$ cat src/rtl/memfifo_pkg.sv
// memfifo_pkg: shared state encoding and K-word constants for the MEMFIFO serializer.
`default_nettype none

package memfifo_pkg;

    typedef enum logic [2:0] {
        ST_IDLE  = 3'd0,
        ST_SOF   = 3'd1,
        ST_LEN   = 3'd2,
        ST_SHIFT = 3'd3,
        ST_CRC   = 3'd4,
        ST_EOF   = 3'd5,
        ST_DONE  = 3'd6
    } state_e;

    localparam logic [15:0] K_IDLE   = 16'h3CBC;
    localparam logic [15:0] K_SOF    = 16'h1C1C;
    localparam logic [15:0] K_EOF    = 16'h9C9C;
    localparam logic [15:0] CRC_POLY = 16'h1021;
    localparam logic [15:0] CRC_INIT = 16'hFFFF;

    localparam logic [1:0] KF_IDLE = 2'b01;
    localparam logic [1:0] KF_CTRL = 2'b11;
    localparam logic [1:0] KF_DATA = 2'b00;

endpackage

`default_nettype wire

$ cat src/rtl/memfifo_serializer_crc.sv
// crc16_ccitt_16b: combinational CRC-16-CCITT step over one 16-bit word, MSB first.
`default_nettype none

module crc16_ccitt_16b
    import memfifo_pkg::*;
(
    input  logic [15:0] crc_i,
    input  logic [15:0] data_i,
    output logic [15:0] crc_o
);

    always_comb begin
        logic [15:0] c;
        c = crc_i;
        for (int i = 15; i >= 0; i--) begin
            if (c[15] ^ data_i[i]) begin
                c = {c[14:0], 1'b0} ^ CRC_POLY;
            end else begin
                c = {c[14:0], 1'b0};
            end
        end
        crc_o = c;
    end

endmodule

`default_nettype wire

$ cat src/rtl/memfifo_serializer.sv
// memfifo_serializer: reads MEMFIFO blocks and frames them as 16-bit SERDES words
// (SOF, length, payload, EOF). Define MEMFIFO_CRC_EN to append a CRC-16 word before EOF.
`default_nettype none

module memfifo_serializer
    import memfifo_pkg::*;
#(
    parameter int          WORDS_PER_PCKT = 2,
    parameter logic [15:0] IDLE_WORD      = K_IDLE
) (
    input  logic        CLK,
    input  logic        RESET,
    input  logic        MEMFIFO_DATA_READY,
    input  logic [15:0] MEMFIFO_DATA_PCKTS,
    input  logic [63:0] MEMFIFO_DATA,
    output logic        MEMFIFO_RE,
    output logic [15:0] TX_DATA,
    output logic [1:0]  TX_KCHAR,
    output logic        BUSY,
    output logic        BLOCK_DONE,
    output logic [15:0] PCKT_CNT
);

    state_e      state_q;
    logic        armed_q;
    logic [15:0] npk_q;
    logic [16:0] rem_q;
    logic [63:0] shreg_q;
    logic [1:0]  slice_q;
    logic [15:0] wcnt_q;
    logic [15:0] pckt_cnt_q;
    logic [15:0] tx_q;
    logic [1:0]  kchar_q;
    logic        re_q;
    logic        busy_q;
    logic        done_q;

    logic [16:0] words_d;
    logic [15:0] slice_next_d;

    // 17 bits so that 0xFFFF packets * 2 words cannot wrap
    assign words_d = 17'(MEMFIFO_DATA_PCKTS) * 17'(WORDS_PER_PCKT);

    always_comb begin
        slice_next_d = shreg_q[15:0];
        case (slice_q)
            2'd0:    slice_next_d = shreg_q[47:32];
            2'd1:    slice_next_d = shreg_q[31:16];
            default: slice_next_d = shreg_q[15:0];
        endcase
    end

`ifdef MEMFIFO_CRC_EN
    logic [15:0] crc_q;
    logic [15:0] crc_nxt_d;

    crc16_ccitt_16b u_crc (
        .crc_i  (crc_q),
        .data_i (tx_q),
        .crc_o  (crc_nxt_d)
    );
`endif

    always_ff @(posedge CLK or posedge RESET) begin
        if (RESET) begin
            state_q    <= ST_IDLE;
            armed_q    <= 1'b1;
            npk_q      <= '0;
            rem_q      <= '0;
            shreg_q    <= '0;
            slice_q    <= '0;
            wcnt_q     <= '0;
            pckt_cnt_q <= '0;
            tx_q       <= IDLE_WORD;
            kchar_q    <= KF_IDLE;
            re_q       <= 1'b0;
            busy_q     <= 1'b0;
            done_q     <= 1'b0;
`ifdef MEMFIFO_CRC_EN
            crc_q      <= CRC_INIT;
`endif
        end else begin
            if (!MEMFIFO_DATA_READY) begin
                armed_q <= 1'b1;
            end
            re_q   <= 1'b0;
            done_q <= 1'b0;

            case (state_q)
                ST_IDLE: begin
                    tx_q    <= IDLE_WORD;
                    kchar_q <= KF_IDLE;
                    busy_q  <= 1'b0;
                    if (MEMFIFO_DATA_READY && armed_q) begin
                        npk_q      <= MEMFIFO_DATA_PCKTS;
                        rem_q      <= words_d;
                        pckt_cnt_q <= '0;
                        wcnt_q     <= '0;
                        armed_q    <= 1'b0;
                        state_q    <= ST_SOF;
                        tx_q       <= K_SOF;
                        kchar_q    <= KF_CTRL;
                        busy_q     <= 1'b1;
                        re_q       <= (words_d != 17'd0);
`ifdef MEMFIFO_CRC_EN
                        crc_q      <= CRC_INIT;
`endif
                    end
                end

                ST_SOF: begin
                    state_q <= ST_LEN;
                    tx_q    <= npk_q;
                    kchar_q <= KF_DATA;
                end

                ST_LEN: begin
                    if (rem_q != 17'd0) begin
                        shreg_q <= MEMFIFO_DATA;
                        tx_q    <= MEMFIFO_DATA[63:48];
                        slice_q <= 2'd0;
                        state_q <= ST_SHIFT;
                    end else begin
`ifdef MEMFIFO_CRC_EN
                        state_q <= ST_CRC;
                        tx_q    <= crc_q;
`else
                        state_q <= ST_EOF;
                        tx_q    <= K_EOF;
                        kchar_q <= KF_CTRL;
`endif
                    end
                end

                ST_SHIFT: begin
`ifdef MEMFIFO_CRC_EN
                    crc_q <= crc_nxt_d;
`endif
                    if (slice_q != 2'd3) begin
                        tx_q    <= slice_next_d;
                        slice_q <= slice_q + 2'd1;
                        // Request the next word two cycles early so it lands at slice 3
                        if (slice_q == 2'd1 && rem_q > 17'd1) begin
                            re_q <= 1'b1;
                        end
                    end else begin
                        rem_q <= rem_q - 17'd1;
                        if (wcnt_q == 16'(WORDS_PER_PCKT - 1)) begin
                            wcnt_q     <= '0;
                            pckt_cnt_q <= pckt_cnt_q + 16'd1;
                        end else begin
                            wcnt_q <= wcnt_q + 16'd1;
                        end
                        if (rem_q == 17'd1) begin
`ifdef MEMFIFO_CRC_EN
                            state_q <= ST_CRC;
                            tx_q    <= crc_nxt_d;
`else
                            state_q <= ST_EOF;
                            tx_q    <= K_EOF;
                            kchar_q <= KF_CTRL;
`endif
                        end else begin
                            shreg_q <= MEMFIFO_DATA;
                            tx_q    <= MEMFIFO_DATA[63:48];
                            slice_q <= 2'd0;
                        end
                    end
                end

`ifdef MEMFIFO_CRC_EN
                ST_CRC: begin
                    state_q <= ST_EOF;
                    tx_q    <= K_EOF;
                    kchar_q <= KF_CTRL;
                end
`endif

                ST_EOF: begin
                    state_q <= ST_DONE;
                    tx_q    <= IDLE_WORD;
                    kchar_q <= KF_IDLE;
                    busy_q  <= 1'b0;
                    done_q  <= 1'b1;
                end

                ST_DONE: begin
                    state_q <= ST_IDLE;
                end

                default: begin
                    state_q <= ST_IDLE;
                    tx_q    <= IDLE_WORD;
                    kchar_q <= KF_IDLE;
                    busy_q  <= 1'b0;
                end
            endcase
        end
    end

    assign MEMFIFO_RE = re_q;
    assign TX_DATA    = tx_q;
    assign TX_KCHAR   = kchar_q;
    assign BUSY       = busy_q;
    assign BLOCK_DONE = done_q;
    assign PCKT_CNT   = pckt_cnt_q;

endmodule

`default_nettype wire

$ cat config.mk
export PLATFORM = sky130hd
export DESIGN_NAME = memfifo_serializer
export DESIGN_NICKNAME = d
export VERILOG_FILES = /design/src/rtl/memfifo_pkg.sv /design/src/rtl/memfifo_serializer_crc.sv /design/src/rtl/memfifo_serializer.sv
export SDC_FILE = /design/constraint.sdc
export NUM_CORES = 1
export LEC_CHECK = 0
export CORE_ASPECT_RATIO = 1.2
export CORE_MARGIN = 2
export CORE_UTILIZATION = 53
export DETAILED_ROUTE_END_ITERATION = 6
export GPL_ROUTABILITY_DRIVEN = 0
export PLACE_DENSITY = 0.87
export SLEW_MARGIN = 20
export SYNTH_ARGS = -nofsm -noshare
export SYNTH_HDL_FRONTEND = slang
export SYNTH_SLANG_ARGS = --single-unit
$ cat constraint.sdc
create_clock -name CLK -period 5.5 [get_ports CLK]
set_input_delay 0.825 -clock CLK [delete_from_list [all_inputs] [get_ports CLK]]
set_output_delay 0.825 -clock CLK [all_outputs]
set_load 0.01 [all_outputs]
==> metrics.md <==
| Metric | Value |
|---|---|
| Outcome | `completed` |
| Remaining antenna violation count | `0` |
| CTS Buffer Depth | `2` |
| Synth-to-Final Area Change | `27.8%` |
| Most frequent cells after synthesis | `dfrtp_1 (129), nand2_1 (115), nor2_1 (47)` |
| Nets | `899` |
| Vias in the first global route | `6014` |
| Final hold slack | `0.473 ns` |
| Placed cell count | `956` |
| CP bufs+invs | `1` |
| Max FO, Critical Path | `49` |
| CTS tree | `yes` |
| Post-CTS setup buffers | `0` |
| Remaining Overflow, GRT | `0` |
| Die Width | `109 um` |
| Final Critical Period | `3.21 ns` |
| 1st-iter DRT viols | `662` |
| Synth area leader | `dfrtp_1` |
| Syn Area/Cell | `9.97 um^2` |
| Worst-margin pin slew | `1.08 ns` |
| IO buf count | `119` |
| Yosys top cell area share | `46.1%` |
| Fraction of registers with async set/reset | `100%` |
| Clk pwr share | `25.0%` |
| Internal Power | `3180 uW` |
| Number of fillers in the final layout | `909` |
| Worst-Skew Late Latency | `0.42 ns` |
| Predominant post-synthesis flop cell | `dfrtp_1` |
| Post-Syn Instances | `702` |
| Final period util | `58.3%` |
| NetSw | `1770 uW` |
| F_max | `312 MHz` |
| Die H | `130 um` |
| Final Instance Count excl. Fillers | `988` |
| Yosys warning count | `0` |
| Residual DRC | `0` |
| EDFF count, synth | `0` |
| Clock-pin slew on the worst setup and hold paths | `0.06 ns` |
| Sw Share | `35.8%` |
| Seq/Total Area, Yosys | `50.3%` |
| P per Cell Area | `554 nW/um^2` |
| Crit-path cells | `and3b_1 > a21o_1 > a221oi_4 > buf_4 > mux2_2` |
| Slowest Stage Delay on Critical Path | `0.73 ns` |
| Detailed Routing Iterations Pass 1 | `7` |
| Max-cap violation count | `0` |
| Post-CTS Resized | `0` |
| Critical path launch point type | `flop` |
| Starting Density | `53.6%` |
| CTS Hold Buffers Added | `0` |
| Final Hold Viols | `0` |
| Pin count of the biggest net entering global routing | `84` |
| Max-slew violations | `0` |
| Placed cell areas | `8280 um^2` |
| Flops & latches, synth | `140` |
| CP max-delay cell | `dfrtp_1` |
| Core Region | `13100 um^2` |
| CTS sink count | `140` |
| Final setup TNS | `0 ns` |
| Worst Path Required | `5.80 ns` |
| Total CTS buffers | `17` |
| DR WL/cell | `19.2 um` |
| Sequential share of power | `36.6%` |
| Final wirelength | `18900 um` |
| Worst Clk Skew | `0.00684 ns` |
| WS Path Type | `reg -> reg` |
| Post-synth cell types | `69` |
| Leak | `0.00375 uW` |
| H-Tree Depth | `4` |
| First-pass GRT wire length | `30100 um` |
| Root Driver | `clkbuf_16` |
| Count leader, synth | `dfrtp_1` |
| Hold crit path type | `reg -> reg` |
| Crit path DAT | `3.51 ns` |
| Sequential cell area | `3520 um^2` |
| Multi-input gate area | `3250 um^2` |
| Via Count | `6166` |
| Area contributors post-synth | `dfrtp_1 (46%), nand2_1 (6.2%), mux2_1 (5.5%)` |
| Initial antenna violation count | `0` |
| Rel. slew slack | `27.7%` |
| Final setup violation count | `0` |
| Worst VDD drop | `0.000367 V` |
| DR vias/cell | `6.24` |
| Number of cell rows | `46` |
| Delay-heaviest family, CP | `compound AO/OA/AOI/OAI gates` |
| Share of cells above drive strength 1 | `8.90%` |
| Ant diodes | `0` |
| Total GRT Usage | `27.9%` |
| Hpwl dp | `13100 um` |
| Combinational power share | `38.5%` |
| Crit path capture type | `flop` |
| I/O pin cnt | `120` |
| Die footprint | `14100 um^2` |
| Post-Syn Area | `7000 um^2` |
| Syn_nets | `794` |
| RSZ-0062 raised after global routing | `false` |
| Post-Layout Inst Area | `8940 um^2` |
[cell type report]
class / count / area share (%)
sequential: 140 / 39.3
multi-input combinational: 505 / 36.4
timing repair buffer: 126 / 13.9
clock buffer: 23 / 5.46
tap: 168 / 2.35
clock inverter: 9 / 1.78
inverter: 17 / 0.770
[cells by family after synthesis]
kind of cell / after synthesis / synth area share (%)
flops: 140 / 50.3
compound gates: 170 / 16.7
mux: 49 / 7.87
fa+ha+maj: 9 / 1.61
xor+xnor: 22 / 2.75
simple gates: 255 / 17.3
buf+inv: 57 / 3.50
[placed cells by master (no fill, tap or decap), types with 5 or more instances in the layout]
| cell | n |
|---|---|
| a21oi_1 | 35 |
| a221oi_1 | 7 |
| a222oi_1 | 6 |
| a22oi_1 | 17 |
| a2bb2oi_1 | 9 |
| and2_1 | 5 |
| and3_1 | 5 |
| and4_1 | 5 |
| buf_4 | 7 |
| clkbuf_16 | 17 |
| clkdlybuf4s50_1 | 119 |
| dfrtp_1 | 129 |
| dfstp_2 | 11 |
| ha_1 | 9 |
| inv_1 | 16 |
| mux2_1 | 34 |
| mux2_2 | 14 |
| nand2_1 | 115 |
| nand2b_1 | 6 |
| nand3_1 | 14 |
| nand4_1 | 10 |
| nor2_1 | 46 |
| nor2b_1 | 5 |
| nor3_1 | 10 |
| nor4_1 | 9 |
| o211ai_1 | 9 |
| o21ai_0 | 38 |
| or3_1 | 9 |
| xnor2_1 | 9 |
| xor2_1 | 13 |
[layer usage]
layer / up-vias / part of all wire (%) / track usage [%]
met4: 0 / 4.5 / 16.6
met1: 3035 / 37 / 31.7
met3: 64 / 7.6 / 7.09
li1: 2757 / - / -
met2: 310 / 51 / 47.1
met5: - / 0 / 0
[metrics by stage]
stage	total power, uW	util, %	setup slack (ns)
final	4950	68.4	2.29
after detailed placement	3660	63.4	2.22
after CTS	4940	68.4	2.34
after floorplan	3040	-	0.940
after global placement	3540	63.4	2.39
after global routing	5230	68.4	2.11
[power by group through the flow]
stage                     Clock (uW)  Sequential, uW  Combinational [uW]
final                           1240            1810                1910
after global routing            1290            1850                2080
after global placement             0            1770                1770
after detailed placement           0            1800                1860
after CTS                       1250            1800                1900
after floorplan                    0            1760                1280
[worst min-delay path: stages (launching register included)]
cell,delay (ns)
dfstp_2,0.38
nand2_1,0.05
nand2_1,0.05
[worst paths after layout]
check                                        from                      end  slack [ns]  cells past startpoint
setup / recovery           state_q[2]$_DFFE_PP0P_   shreg_q[8]$_DFFE_PP0P_        2.29                      5
hold / removal                  armed_q$_DFF_PP1_        armed_q$_DFF_PP1_        0.47                      2
setup reg to reg           state_q[2]$_DFFE_PP0P_   shreg_q[8]$_DFFE_PP0P_        2.29                      5
hold reg to reg                 armed_q$_DFF_PP1_        armed_q$_DFF_PP1_        0.47                      2
max in group asynchronous                   RESET   shreg_q[6]$_DFFE_PP0P_        3.36                      3
min in group asynchronous                   RESET  TX_DATA[14]$_DFFE_PP0N_        0.90                      2
[flip-flops by register name, indices dropped and copies added (netlist names)]
register	flops
armed_q	1
MEMFIFO_RE	1
TX_DATA	16
rem_q	17
BLOCK_DONE	1
TX_KCHAR	2
state_q	3
BUSY	1
shreg_q	48
wcnt_q	16
npk_q	16
slice_q	2
PCKT_CNT	16
No activity file was read; power rests on OpenSTA's default activity.
